===== config.mk =====
export PLATFORM = sky130hd
export DESIGN_NAME = fetch_inject_arbiter
export DESIGN_NICKNAME = d
export VERILOG_FILES = /design/src/rtl/fetch_inject_arbiter.sv
export SDC_FILE = /design/constraint.sdc
export NUM_CORES = 1
export LEC_CHECK = 0
export ABC_AREA = 0
export CAP_MARGIN = 5
export CORE_MARGIN = 2
export CORE_UTILIZATION = 50
export DETAILED_ROUTE_END_ITERATION = 7
export PLACE_DENSITY = 0.8
export SYNTH_ARGS = -nofsm -noshare
export SYNTH_HDL_FRONTEND = slang
export SYNTH_SLANG_ARGS = --single-unit

===== constraint.sdc =====
create_clock -name clk -period 2 [get_ports clk]
set_input_delay 0.3 -clock clk [delete_from_list [all_inputs] [get_ports clk]]
set_output_delay 0.3 -clock clk [all_outputs]
set_load 0.005 [all_outputs]

===== src/rtl/fetch_inject_arbiter.sv =====
// fetch_inject_arbiter
//   Fetch-side partner of the microcode multiply sequencer. Owns the PC,
//   drives the instruction memory address and registers the IF/ID
//   instruction. While a multiply runs, fetch is frozen. The already-fetched
//   next instruction is parked, the sequencer's injected words pass through,
//   and the parked instruction is then replayed before fetching resumes.
//
// Optional feature (macro INJECT_WATCHDOG_EN):
//   When defined, a watchdog counts INJECT cycles. After WDOG_CYC cycles
//   without release it sets the sticky inject_timeout flag and forces REPLAY.
//   When undefined, no counter is built and inject_timeout is tied low.
//
// Ports:
//   clk                rising-edge clock
//   rst                synchronous active-low reset
//   imem_addr          instruction memory address (the PC register)
//   imem_rdata         instruction at imem_addr, valid in the same cycle
//   stall              hazard hold of PC and IF/ID (RUN/REPLAY only)
//   branch_taken       redirect from execute
//   branch_target      redirect address
//   start_mul          one-cycle pulse: a MUL sits in ID
//   ucode_instr        injected instruction from the sequencer
//   ucode_mux_ctrl     ucode_instr is valid this cycle
//   ucode_mul_release  sequencer done; one-cycle pulse
//   if_instr           registered instruction to ID
//   if_pc              registered PC of if_instr (injected words carry the MUL's PC)
//   if_valid           registered; low when if_instr is a NOP bubble
//   mul_busy           high in INJECT and REPLAY
//   inject_timeout     sticky watchdog error

module fetch_inject_arbiter #(
    parameter int unsigned        ADDR_W    = 32,
    parameter logic [ADDR_W-1:0]  RESET_PC  = {ADDR_W{1'b0}},
    parameter int unsigned        PC_STEP   = 4,
    parameter logic [31:0]        NOP_INSTR = 32'hC800_0000,
    parameter int unsigned        WDOG_CYC  = 64
) (
    input  logic              clk,
    input  logic              rst,
    output logic [ADDR_W-1:0] imem_addr,
    input  logic [31:0]       imem_rdata,
    input  logic              stall,
    input  logic              branch_taken,
    input  logic [ADDR_W-1:0] branch_target,
    input  logic              start_mul,
    input  logic [31:0]       ucode_instr,
    input  logic              ucode_mux_ctrl,
    input  logic              ucode_mul_release,
    output logic [31:0]       if_instr,
    output logic [ADDR_W-1:0] if_pc,
    output logic              if_valid,
    output logic              mul_busy,
    output logic              inject_timeout
);

    typedef enum logic [1:0] {
        ST_RUN    = 2'd0,
        ST_INJECT = 2'd1,
        ST_REPLAY = 2'd2
    } state_t;

    state_t            state_r, state_s;
    logic [ADDR_W-1:0] pc_r, pc_s;
    logic [31:0]       if_instr_r, if_instr_s;
    logic [ADDR_W-1:0] if_pc_r, if_pc_s;
    logic              if_valid_r, if_valid_s;
    logic [31:0]       replay_instr_r, replay_instr_s;
    logic [ADDR_W-1:0] replay_pc_r, replay_pc_s;
    logic              mul_busy_r;

`ifdef INJECT_WATCHDOG_EN
    localparam int unsigned WDOG_W = $clog2(WDOG_CYC + 1);
    logic [WDOG_W-1:0] wdog_cnt_r, wdog_cnt_s;
    logic              timeout_r, timeout_s;
`else
    // WDOG_CYC only matters when the watchdog is built.
    logic wdog_unused_s;
    assign wdog_unused_s = ^WDOG_CYC;
`endif

    // Next-state and next-output decode for the RUN / INJECT / REPLAY sequence.
    always_comb begin
        state_s        = state_r;
        pc_s           = pc_r;
        if_instr_s     = if_instr_r;
        if_pc_s        = if_pc_r;
        if_valid_s     = if_valid_r;
        replay_instr_s = replay_instr_r;
        replay_pc_s    = replay_pc_r;
`ifdef INJECT_WATCHDOG_EN
        wdog_cnt_s     = wdog_cnt_r;
        timeout_s      = timeout_r;
`endif
        case (state_r)
            ST_RUN: begin
                if (branch_taken) begin
                    // Redirect wins; a same-cycle start_mul is dropped.
                    pc_s       = branch_target;
                    if_instr_s = NOP_INSTR;
                    if_valid_s = 1'b0;
                end else if (stall) begin
                    pc_s = pc_r;
                end else if (start_mul) begin
                    // Park the word already fetched behind the MUL; if_pc keeps
                    // the MUL's PC so injected words are attributed to it.
                    replay_instr_s = imem_rdata;
                    replay_pc_s    = pc_r;
                    if_instr_s     = NOP_INSTR;
                    if_valid_s     = 1'b0;
                    state_s        = ST_INJECT;
`ifdef INJECT_WATCHDOG_EN
                    wdog_cnt_s     = {WDOG_W{1'b0}};
`endif
                end else begin
                    if_instr_s = imem_rdata;
                    if_pc_s    = pc_r;
                    if_valid_s = 1'b1;
                    pc_s       = pc_r + ADDR_W'(PC_STEP);
                end
            end
            ST_INJECT: begin
                // The sequencer cannot be held, so stall and branch are ignored.
`ifdef INJECT_WATCHDOG_EN
                wdog_cnt_s = wdog_cnt_r + {{(WDOG_W-1){1'b0}}, 1'b1};
`endif
                if (ucode_mul_release) begin
                    if_instr_s = NOP_INSTR;
                    if_valid_s = 1'b0;
                    state_s    = ST_REPLAY;
`ifdef INJECT_WATCHDOG_EN
                end else if (wdog_cnt_r == WDOG_W'(WDOG_CYC - 1)) begin
                    if_instr_s = NOP_INSTR;
                    if_valid_s = 1'b0;
                    timeout_s  = 1'b1;
                    state_s    = ST_REPLAY;
`endif
                end else if (ucode_mux_ctrl) begin
                    if_instr_s = ucode_instr;
                    if_valid_s = 1'b1;
                end else begin
                    if_instr_s = NOP_INSTR;
                    if_valid_s = 1'b0;
                end
            end
            ST_REPLAY: begin
                if (branch_taken) begin
                    // The parked instruction is on the wrong path; drop it.
                    pc_s       = branch_target;
                    if_instr_s = NOP_INSTR;
                    if_valid_s = 1'b0;
                    state_s    = ST_RUN;
                end else if (stall) begin
                    pc_s = pc_r;
                end else begin
                    if_instr_s = replay_instr_r;
                    if_pc_s    = replay_pc_r;
                    if_valid_s = 1'b1;
                    pc_s       = replay_pc_r + ADDR_W'(PC_STEP);
                    state_s    = ST_RUN;
                end
            end
            default: begin
                state_s    = ST_RUN;
                if_instr_s = NOP_INSTR;
                if_valid_s = 1'b0;
            end
        endcase
    end

    // State, PC, IF/ID and replay registers with synchronous active-low reset.
    always_ff @(posedge clk) begin
        if (!rst) begin
            state_r        <= ST_RUN;
            pc_r           <= RESET_PC;
            if_instr_r     <= NOP_INSTR;
            if_pc_r        <= {ADDR_W{1'b0}};
            if_valid_r     <= 1'b0;
            replay_instr_r <= 32'h0000_0000;
            replay_pc_r    <= {ADDR_W{1'b0}};
            mul_busy_r     <= 1'b0;
`ifdef INJECT_WATCHDOG_EN
            wdog_cnt_r     <= {WDOG_W{1'b0}};
            timeout_r      <= 1'b0;
`endif
        end else begin
            state_r        <= state_s;
            pc_r           <= pc_s;
            if_instr_r     <= if_instr_s;
            if_pc_r        <= if_pc_s;
            if_valid_r     <= if_valid_s;
            replay_instr_r <= replay_instr_s;
            replay_pc_r    <= replay_pc_s;
            mul_busy_r     <= (state_s != ST_RUN);
`ifdef INJECT_WATCHDOG_EN
            wdog_cnt_r     <= wdog_cnt_s;
            timeout_r      <= timeout_s;
`endif
        end
    end

    assign imem_addr = pc_r;
    assign if_instr  = if_instr_r;
    assign if_pc     = if_pc_r;
    assign if_valid  = if_valid_r;
    assign mul_busy  = mul_busy_r;
`ifdef INJECT_WATCHDOG_EN
    assign inject_timeout = timeout_r;
`else
    assign inject_timeout = 1'b0;
`endif

endmodule


# Word level (Yosys, flattened, before mapping)
# Cells that the tools add are included.
# word_totals
regBits	164
latchBits	0
ramBits	0
mem_bits_ro	0
mem_count	0
# op_classes
addsub	2
n_mul	0
n_div	0
magnitude_cmp	0
eq_ne	10
shifts	0
n_mux	35
bitwise_logic	2
reduce_logical	7
# op_table
op	count
$mux 32	17
$pmux 32 s2	2
$pmux 32 s3	1
$add 32x3->32 const B	2
$mux 2	6
$ne 2x2->1 const B	5
$ne 3x3->1 const B	3
$reduce_and 4->1	2
$mux 1	7
$pmux 2 s3	1
$reduce_and 6->1	1
$reduce_bool 2->1	2
$pmux 1 s3	1
$eq 2x1->1 const B	1
$eq 2x2->1 const B	1
$logic_not 2->1	1
$not 1->1	2
$reduce_and 2->1	1

# Logic depth before layout (Yosys ltp)
# logic_depth
word_depth	5
depth_mapped	9

# Worst setup path after synthesis
# OpenSTA, ideal clock, no wires.
# synth_path
kind	register to register
start	register pc_r[3], in the netlist imem_addr[3]
end	register pc_r[26], in the netlist imem_addr[26]
setup_ns	0.128
t_arrival_ns	1.780
required_ns	1.872
setup_slack_ns	0.092
path_stages_with_launch	8
n_path_buf	0
period_less_slack_ns	1.908
cell_sequence	dfxtp_1 -> ha_1 -> and4_1 -> nand4_1 -> or2_2 -> xnor2_1 -> a221oi_1 -> a21oi_1
# synth_between
elab_chain_len	5
# synth_lines
element	line	rtl
start, declared	63	logic [ADDR_W-1:0] pc_r, pc_s;
start signal, assigned	187	pc_r <= pc_s;
$add 32x3->32	118	pc_s = pc_r + ADDR_W'(PC_STEP);
$mux 32	103	end else if (start_mul) begin
$mux 32	101	end else if (stall) begin
$mux 32	96	if (branch_taken) begin
$pmux 32 s2	94	case (state_r)
# Every way passes these cells. The select of a mux whose other input is x is not followed.
# A chain may end at the register's enable or synchronous reset.

# Worst setup path in the final report
# layout_path
start	register pc_r[3], in the netlist imem_addr[3]
end	register pc_r[29], in the netlist imem_addr[29]
# Same word-level chain as after synthesis.

==> out/metrics.csv <==
metric,value,unit
status,"complete, no violations",
clock sink total,164,
HPWL Detailed,19200,µm
vias in the first global route,8611,
Total GRT Usage,30.6,%
Worst-path clk slew,0.07,ns
Nets,1389,
startpoint types,flip-flop,
P per Cell Area,711,nW/µm²
fmax,512,MHz
fin cells,1517,
fraction of registers with async set/reset,0,%
met2 wire length,13400,µm
cell area after placement,11300,µm²
# rows,47,
Vias/cell,6.01,
# hold bufs at CTS,0,
M1 wire length,11000,µm
Synth area leader,dfxtp_1,
Syn Inst Count,1029,
Critical Path RT,2.34,ns
average size of a mapped cell,8.16,µm²
gp weighted congestion,0.959,
design area,12000,µm²
gr ovfl total,0,
total placed cells including tap cells,1482,
DR pass1 iterations,8,
"Primary FF master, synth",dfxtp_1,
initial antenna violation count,0,
Core Region,16500,µm²
largest fanout on the critical path,6,
DRC violations left,0,
final worst path period share,97.7,%
Detailed Route WL,27900,µm
Synth Register Bits,164,
post-layout min period,1.95,ns
crit path kind,reg2reg,
met3 wire len,2720,µm
VDD IR max,650,µV
endpoints failing setup,0,
depth of the most critical reg-to-reg path,7,
synth cell count leaders,"nand2_1 (238), dfxtp_1 (164), a21oi_1 (97), nor2_1 (87), clkbuf_1 (48)",
"Seq/Total Area, Yosys",39.1,%
initial DRC count,1084,
Final Max Slew Viols,0,
Die ar.,17800,µm²
clk_skew,0.00947,ns
ANT cells,0,
Yosys top cell area share,39.1,%
per-cell routed wire length,18.4,µm
first-pass GRT wire length,44000,µm
CTS tree,yes,
I/O pins,202,
max layer used,met4,
Fin. Hold Viols,0,
Die Wd,134,µm
layout overhead on the synthesized area,42.7,%
DRT antenna net count,0,
Hold Path Stages,3,
dominant cells by area after synthesis,"dfxtp_1 (39%), nand2_1 (11%), a21oi_1 (5.8%)",
Worst Hold Class,in2reg,
initial core utilization,50.8,%
number of enable flip-flop cells after synthesis,0,
Setup crit end kind,flip-flop,
top-count cell post-synth,nand2_1,
syn nets,1134,
vias after detailed routing,9112,
MaxCap Viol Count,0,
CTS buffer count,17,
Post-Syn Area,8390,µm²
htree depth,4,
total power,8.52,mW
Longest Clk Path Bufs,2,
largest net degree at the start of global routing,48,
share of cells above drive strength 1,17.8,%
die span in y,134,µm
CTS Root Cell,clkbuf_16,
leak pwr,4.33,nW
Syn. warnings,0,
data arrival time of the worst path,2.29,ns
Synth cell types,76,
I/O Buffers,200,
later-pin clock latency in the skew report,0.43,ns
==> critical path, stage by stage, from the launching register on <==
cell and delay, ns:
dfxtp_2 0.35, buf_4 0.16, and4_4 0.26, nand3_2 0.18, or4_4 0.47, o31ai_2 0.21
a21oi_1 0.08, o22ai_1 0.15
==> where the power goes <==
part	leakage, nW	switching (mW)	internal, mW
Sequential	1.34	0.0923	3.41
Clock	0.303	1.39	2.25
Combinational	2.69	0.648	0.732
Total	4.33	2.13	6.39
==> registers in the layout (all words and copies together), names as in the netlist <==
signal / count
replay_pc_r: 32
state_r: 2
if_instr: 32
mul_busy: 1
if_pc: 32
if_valid: 1
imem_addr: 32
replay_instr_r: 32
==> cells by family (layout without fill, tap and decap cells) <==
group                      count (synthesis)  after routing  share of synthesized area [%]
and+or+nand+nor                          432            432                           23.5
AOI/OAI and AO/OA                        291            291                           26.3
DFF                                      164            164                           39.1
buffers and inverters                    101            369                           6.77
xor gates and xnor gates                  37             37                           3.86
adders and majority gates                  2              2                          0.298
other                                      1              1                         0.0447
muxes                                      1              1                          0.119
==> layer usage <==
layer  up-vias  track usage, %
met2       485            50.2
met1      4309            38.0
met5         -               0
li1       4225               -
met3        93            9.21
met4         0            11.5
==> path summary, 6_finish.rpt <==
check	from	end	slack (ns)
setup / recovery	imem_addr[3]	imem_addr[29]	0.05
hold / removal	imem_rdata[18]	replay_instr_r[18]	0.44
setup reg to reg	imem_addr[3]	imem_addr[29]	0.05
hold reg to reg	replay_pc_r[0]	replay_pc_r[0]	0.46
==> layout by cell type, fill, tap and decap left out, types with 12 or more instances in the layout <==
master           instances
o211ai_1                14
o21ai_0                 29
xnor2_1                 29
buf_12                  12
a311oi_2                26
dfxtp_1                162
a222oi_1                31
a21oi_1                 97
nand4_1                 17
nand2_1                238
clkbuf_16               17
nand3_1                 22
buf_4                  119
nor2_1                  84
clkdlybuf4s50_1        199
a2bb2oi_1               29
==> timing repair <==
action | in CTS | in global routing
setup buffers | 1 | 2
cloned | 0 | 0
pin swaps | 1 | 7
endpoints found under the setup margin | 2 | 10
resized for setup | 2 | 12
==> cell type report <==
type / instances / area [µm²]
Clock inverter: 12 / 203
Inverter: 6 / 25.0
Sequential cell: 164 / 3290
Clock buffer: 20 / 447
Multi-Input combinational cell: 764 / 4610
Fill cell: 1217 / 4550
Timing Repair Buffer: 331 / 3130
Tap cell: 220 / 275
==> per-stage QoR <==
| step | TNS (ns) | worst slack (ns) | hold slack (ns) | util, % |
|---|---|---|---|---|
| 2_1_floorplan | 0 | 0.0924 | 0.436 | - |
| 3_3_place_gp | -0.464 | -0.0264 | 0.441 | 68.1 |
| 3_5_place_dp | -2.52 | -0.0960 | 0.447 | 68.1 |
| 4_1_cts | 0 | 0.00625 | 0.432 | 72.1 |
| 5_1_grt | -0.0287 | -0.0287 | 0.449 | 72.5 |
| 6_report | 0 | 0.0461 | 0.443 | 72.5 |
Note: power is estimated with default switching activity, not from simulation.
